`src/rtl/stopwatch_timebase.sv`:
```
// Tenth-of-a-second timebase for the stopwatch: prescales clk5 while running and
// keeps an MM:SS.t BCD elapsed time with lap-freeze and clear.
module stopwatch_timebase #(
   parameter int TICKS_PER_TENTH = 500,
   parameter int PRESC_W         = 16
) (
   input  logic       clk5,
   input  logic       reset,
   input  logic       run,
   input  logic       clear,
   input  logic       lap,
   output logic [3:0] tenths,
   output logic [3:0] sec_ones,
   output logic [3:0] sec_tens,
   output logic [3:0] min_ones,
   output logic [3:0] min_tens,
   output logic       lap_active,
   output logic       tick,
   output logic       overflow
);

   localparam logic [PRESC_W-1:0] LP_LAST = PRESC_W'(TICKS_PER_TENTH - 1);

   logic [PRESC_W-1:0] r_presc;
   logic [3:0]         r_tenths, r_sec_ones, r_sec_tens, r_min_ones, r_min_tens;
   logic [19:0]        r_held;
   logic               r_lap_active;
   logic               r_lap_q;
   logic               r_tick;
   logic               r_ovf;

   logic               w_adv;
   logic               w_lap_rise;
   logic               w_c_so, w_c_st, w_c_mo, w_c_mt, w_wrap;
   logic [19:0]        w_live;

   function automatic logic [3:0] bcd_next(input logic [3:0] d, input logic [3:0] max);
      return (d == max) ? 4'd0 : d + 4'd1;
   endfunction

   // Ripple-carry enables: each digit advances only when everything below it rolls over.
   always_comb begin
      w_adv      = run && (r_presc == LP_LAST);
      w_c_so     = w_adv  && (r_tenths   == 4'd9);
      w_c_st     = w_c_so && (r_sec_ones == 4'd9);
      w_c_mo     = w_c_st && (r_sec_tens == 4'd5);
      w_c_mt     = w_c_mo && (r_min_ones == 4'd9);
      w_wrap     = w_c_mt && (r_min_tens == 4'd9);
      w_lap_rise = lap && !r_lap_q;
      w_live     = {r_min_tens, r_min_ones, r_sec_tens, r_sec_ones, r_tenths};
   end

   always_ff @(posedge clk5) begin
      if (reset) begin
         r_presc      <= '0;
         r_tenths     <= 4'd0;
         r_sec_ones   <= 4'd0;
         r_sec_tens   <= 4'd0;
         r_min_ones   <= 4'd0;
         r_min_tens   <= 4'd0;
         r_held       <= '0;
         r_lap_active <= 1'b0;
         r_lap_q      <= 1'b0;
         r_tick       <= 1'b0;
         r_ovf        <= 1'b0;
      end else begin
         r_lap_q <= lap;
         if (clear) begin
            r_presc      <= '0;
            r_tenths     <= 4'd0;
            r_sec_ones   <= 4'd0;
            r_sec_tens   <= 4'd0;
            r_min_ones   <= 4'd0;
            r_min_tens   <= 4'd0;
            r_lap_active <= 1'b0;
            r_tick       <= 1'b0;
            r_ovf        <= 1'b0;
         end else begin
            if (run)
               r_presc <= w_adv ? '0 : r_presc + PRESC_W'(1);
            if (w_adv)  r_tenths   <= bcd_next(r_tenths,   4'd9);
            if (w_c_so) r_sec_ones <= bcd_next(r_sec_ones, 4'd9);
            if (w_c_st) r_sec_tens <= bcd_next(r_sec_tens, 4'd5);
            if (w_c_mo) r_min_ones <= bcd_next(r_min_ones, 4'd9);
            if (w_c_mt) r_min_tens <= bcd_next(r_min_tens, 4'd9);
            r_tick <= w_adv;
            r_ovf  <= w_wrap;
            // Capture samples the registered (pre-advance) time.
            if (w_lap_rise) begin
               if (r_lap_active) begin
                  r_lap_active <= 1'b0;
               end else if (run) begin
                  r_lap_active <= 1'b1;
                  r_held       <= w_live;
               end
            end
         end
      end
   end

   always_comb begin
      {min_tens, min_ones, sec_tens, sec_ones, tenths} = r_lap_active ? r_held : w_live;
      lap_active = r_lap_active;
      tick       = r_tick;
      overflow   = r_ovf;
   end

endmodule

```
`config.mk`:
```
export PLATFORM = sky130hd
export DESIGN_NAME = stopwatch_timebase
export DESIGN_NICKNAME = d
export VERILOG_FILES = /design/src/rtl/stopwatch_timebase.sv
export SDC_FILE = /design/constraint.sdc
export NUM_CORES = 1
export LEC_CHECK = 0
export ABC_CLOCK_PERIOD_IN_PS = 5150
export CAP_MARGIN = 15
export CORE_ASPECT_RATIO = 1.2
export CORE_UTILIZATION = 55
export CTS_CLUSTER_SIZE = 25
export DETAILED_ROUTE_END_ITERATION = 7
export DONT_BUFFER_PORTS = 1
export PLACE_DENSITY = 0.7
export REMOVE_ABC_BUFFERS = 1
export SYNTH_ARGS = -nofsm -noshare
export SYNTH_HDL_FRONTEND = slang
export SYNTH_SLANG_ARGS = --single-unit
```
`constraint.sdc`:
```
create_clock -name clk5 -period 5.15 [get_ports clk5]
set_input_delay 1.2875 -clock clk5 [delete_from_list [all_inputs] [get_ports clk5]]
set_output_delay 1.2875 -clock clk5 [all_outputs]
set_load 0.03 [all_outputs]
```
==> impl_metrics.toml <==
[timing]
fmax_ghz = 0.326
tns_ps = 0
slew_headroom = 0.384
finalHoldViolations = 0
rsz0062_at_grt = "no"
clock_skew_ps = 7.24
setup_viol = 0
fin_crit_sh = 0.596
finalCriticalPeriod_ps = 3070
slew_violations = 0
worstMarginPinSlew_ps = 914

[drt]
routedWlPerCell_um = 14.0
drc = 0
final_antenna_net_count = 0
drtIter0Drc = 84
drtPass1Iterations = 5
vias_per_cell = 5.69
vias = 2241
wirelength_mm = 5.51

[global_routing]
grt_max_degree = 24
antenna_found_initial = 0
grt_pass1_wl_mm = 9.10
first_global_vias = 2074
grt_usage = 0.222
grt_overflow = 0

[synthesis]
yosys_most_used_dff = "dfxtp_1"
synthCells = 334
ys_top_cells_by_area = "dfxtp_1 (42%), nand2_1 (8.0%), mux2_2 (6.3%), xor2_1 (5.8%), a21oi_1 (5.4%)"
synth_top_area_frac = 0.420
synth_area_leader_cell = "dfxtp_1"
yosysSeqAreaShare = 0.420
ys_warn_count = 0
synthArstFlopShare = 0
ys_seq_elements = 60
synth_edf_count = 0
synth_cell_types = 45
syn_area_mm2 = 0.00286
postSynthAreaPerCell_um2 = 8.56

[place]
placed_area_mm2 = 0.00288
gp_congestion = 0.791
place_inst = 379
place.port_buffers = 0
dp_hpwl_mm = 3.69

[cells_and_area]
layout-drive-gt1-share = 0.150
multi_input_area_mm2 = 0.00157
design_area_mm2 = 0.00305
finish.utilization = 0.613
regArea_mm2 = 0.00120
final_cell_mix = "nand2_1 (61), dfxtp_1 (60), nor2_1 (34)"
nFillCells = 449
fin_nets = 336
mostFrequentLayoutCell = "nand2_1"
fin_cells = 394
synthToLayoutAreaGrowth_pct = 6.69
diodes = 0

[clock_tree]
cts.reportedPaths.clkPinSlew_ps = 60
cts.sinks = 60
cts-htree-levels = 3
cts_tree = "yes"
hold_buffers = 0
ctsResizeCount = 0
cts_root_buf = "clkbuf_8"
clk_path_buf_depth = 2
numCtsBuffers = 9
clk_latency_ps = 340
cts_setup_buffers = 0

[worst_setup_path]
worst_r2r_path_depth = 6
startpoint_type = "flip-flop"
r2r_start = "r_presc[0]"
cp_max_fo = 21
crit_buf_inv = 1
worstPathArrival_ps = 1780
path_cells = "buf_4, o21ai_0"
crit_slowest_cell = "o21ai_0"
max_stage_delay_ps = 760
path_class = "reg -> out"
worstSetupEndpointType = "output pin"
cp.required_ps = 3860
r2r_setup_slack_ps = 3220
worst_path_dominant_cell_family = "compound AO/OA/AOI/OAI gates"
r2r_end = "r_min_ones[0]"

[hold_path]
hold_path_startpoint = "r_held[19]"
whs_path_depth = 2
worstHoldEndpoint = "r_held[19]"
hold_class = "reg -> reg"

[die]
die_h_um = 81.0
initial_utilization = 0.575
row_count = 28
pin_count = 28
chipWidth_um = 67.8
coreArea_mm2 = 0.00497
dieArea_mm2 = 0.00549

[power_and_ir_drop]
leakage_nw = 1.08
vdd_drop_max_uv = 162
powerDensity_mw_per_mm2 = 279

[status]
status = "finished, final reports clean"

[flow_run]
drv_cap = 0
[sequential cells by signal (all words and copies together), names as in the netlist]
| name | count |
|---|---|
| r_sec_ones | 4 |
| r_presc | 16 |
| lap_active | 1 |
| r_lap_q | 1 |
| tick | 1 |
| r_min_tens | 4 |
| r_tenths | 4 |
| r_sec_tens | 4 |
| overflow | 1 |
| r_min_ones | 4 |
| r_held | 20 |
[final cells by class]
type | instances | area share
sequential | 60 | 0.394
timing repair buffer | 2 | 0.00492
inverter | 6 | 0.00738
tap | 60 | 0.0246
clock buffer | 13 | 0.0521
multi-input combinational | 251 | 0.514
clock inverter | 2 | 0.00328
[cells in the mapped netlist (4+ instances only)]
cell type	number
xor2_1	19
nand2_1	61
inv_1	6
clkbuf_1	11
o21ai_0	5
nand3_1	15
buf_2	4
mux2i_1	6
dfxtp_1	60
a21oi_1	31
nor2b_1	7
nor2_1	34
nand2b_1	5
mux2_2	16
nand4_1	5
[per-stage QoR]
step / hold slack, ps / total power, mW / setup WS, ps
2_1_floorplan: 427 / 0.488 / 2300
4_1_cts: 447 / 0.860 / 2060
5_1_grt: 464 / 0.886 / 1970
3_3_place_gp: 432 / 0.494 / 2440
3_5_place_dp: 438 / 0.494 / 2430
6_report: 446 / 0.853 / 2080
[worst reg2reg max path: stages (launching register included)]
cell,delay (ps)
dfxtp_1,390
ha_1,230
and4bb_2,250
and4_4,330
and3_1,320
a21oi_1,100
a31o_2,210
[where the power goes]
| part | total (mW) | switching (mW) | internal, mW |
|---|---|---|---|
| Clock | 0.369 | 0.173 | 0.197 |
| Sequential | 0.466 | 0.00124 | 0.465 |
| Combinational | 0.0169 | 0.0125 | 0.00449 |
[metal layers]
layer,wire length (µm),up-vias,GRT usage
met1,2450,1078,0.238
li1,-,1132,-
met2,2820,21,0.390
met4,101,0,0.0917
met3,140,10,0.0758
met5,0,-,0
[logic make-up after synthesis]
logic type | synth area share
xor gates and xnor gates | 0.0643
DFF | 0.420
AOI/OAI and AO/OA | 0.0849
and+or+nand+nor | 0.309
adders and majority gates | 0.00437
muxes | 0.0840
buffers and inverters | 0.0332
[worst max path at each step]
stage,cells after the start,slack [ps],from,to
5_1_grt,2,1970,lap_active,min_tens[1]
3_3_place_gp,2,2440,lap_active,min_tens[1]
4_1_cts,2,2060,lap_active,min_tens[1]
6_report,2,2080,lap_active,min_tens[1]
3_5_place_dp,2,2430,lap_active,min_tens[1]
2_1_floorplan,1,2300,lap_active,min_ones[1]
Note: power is estimated with default switching activity, not from simulation.
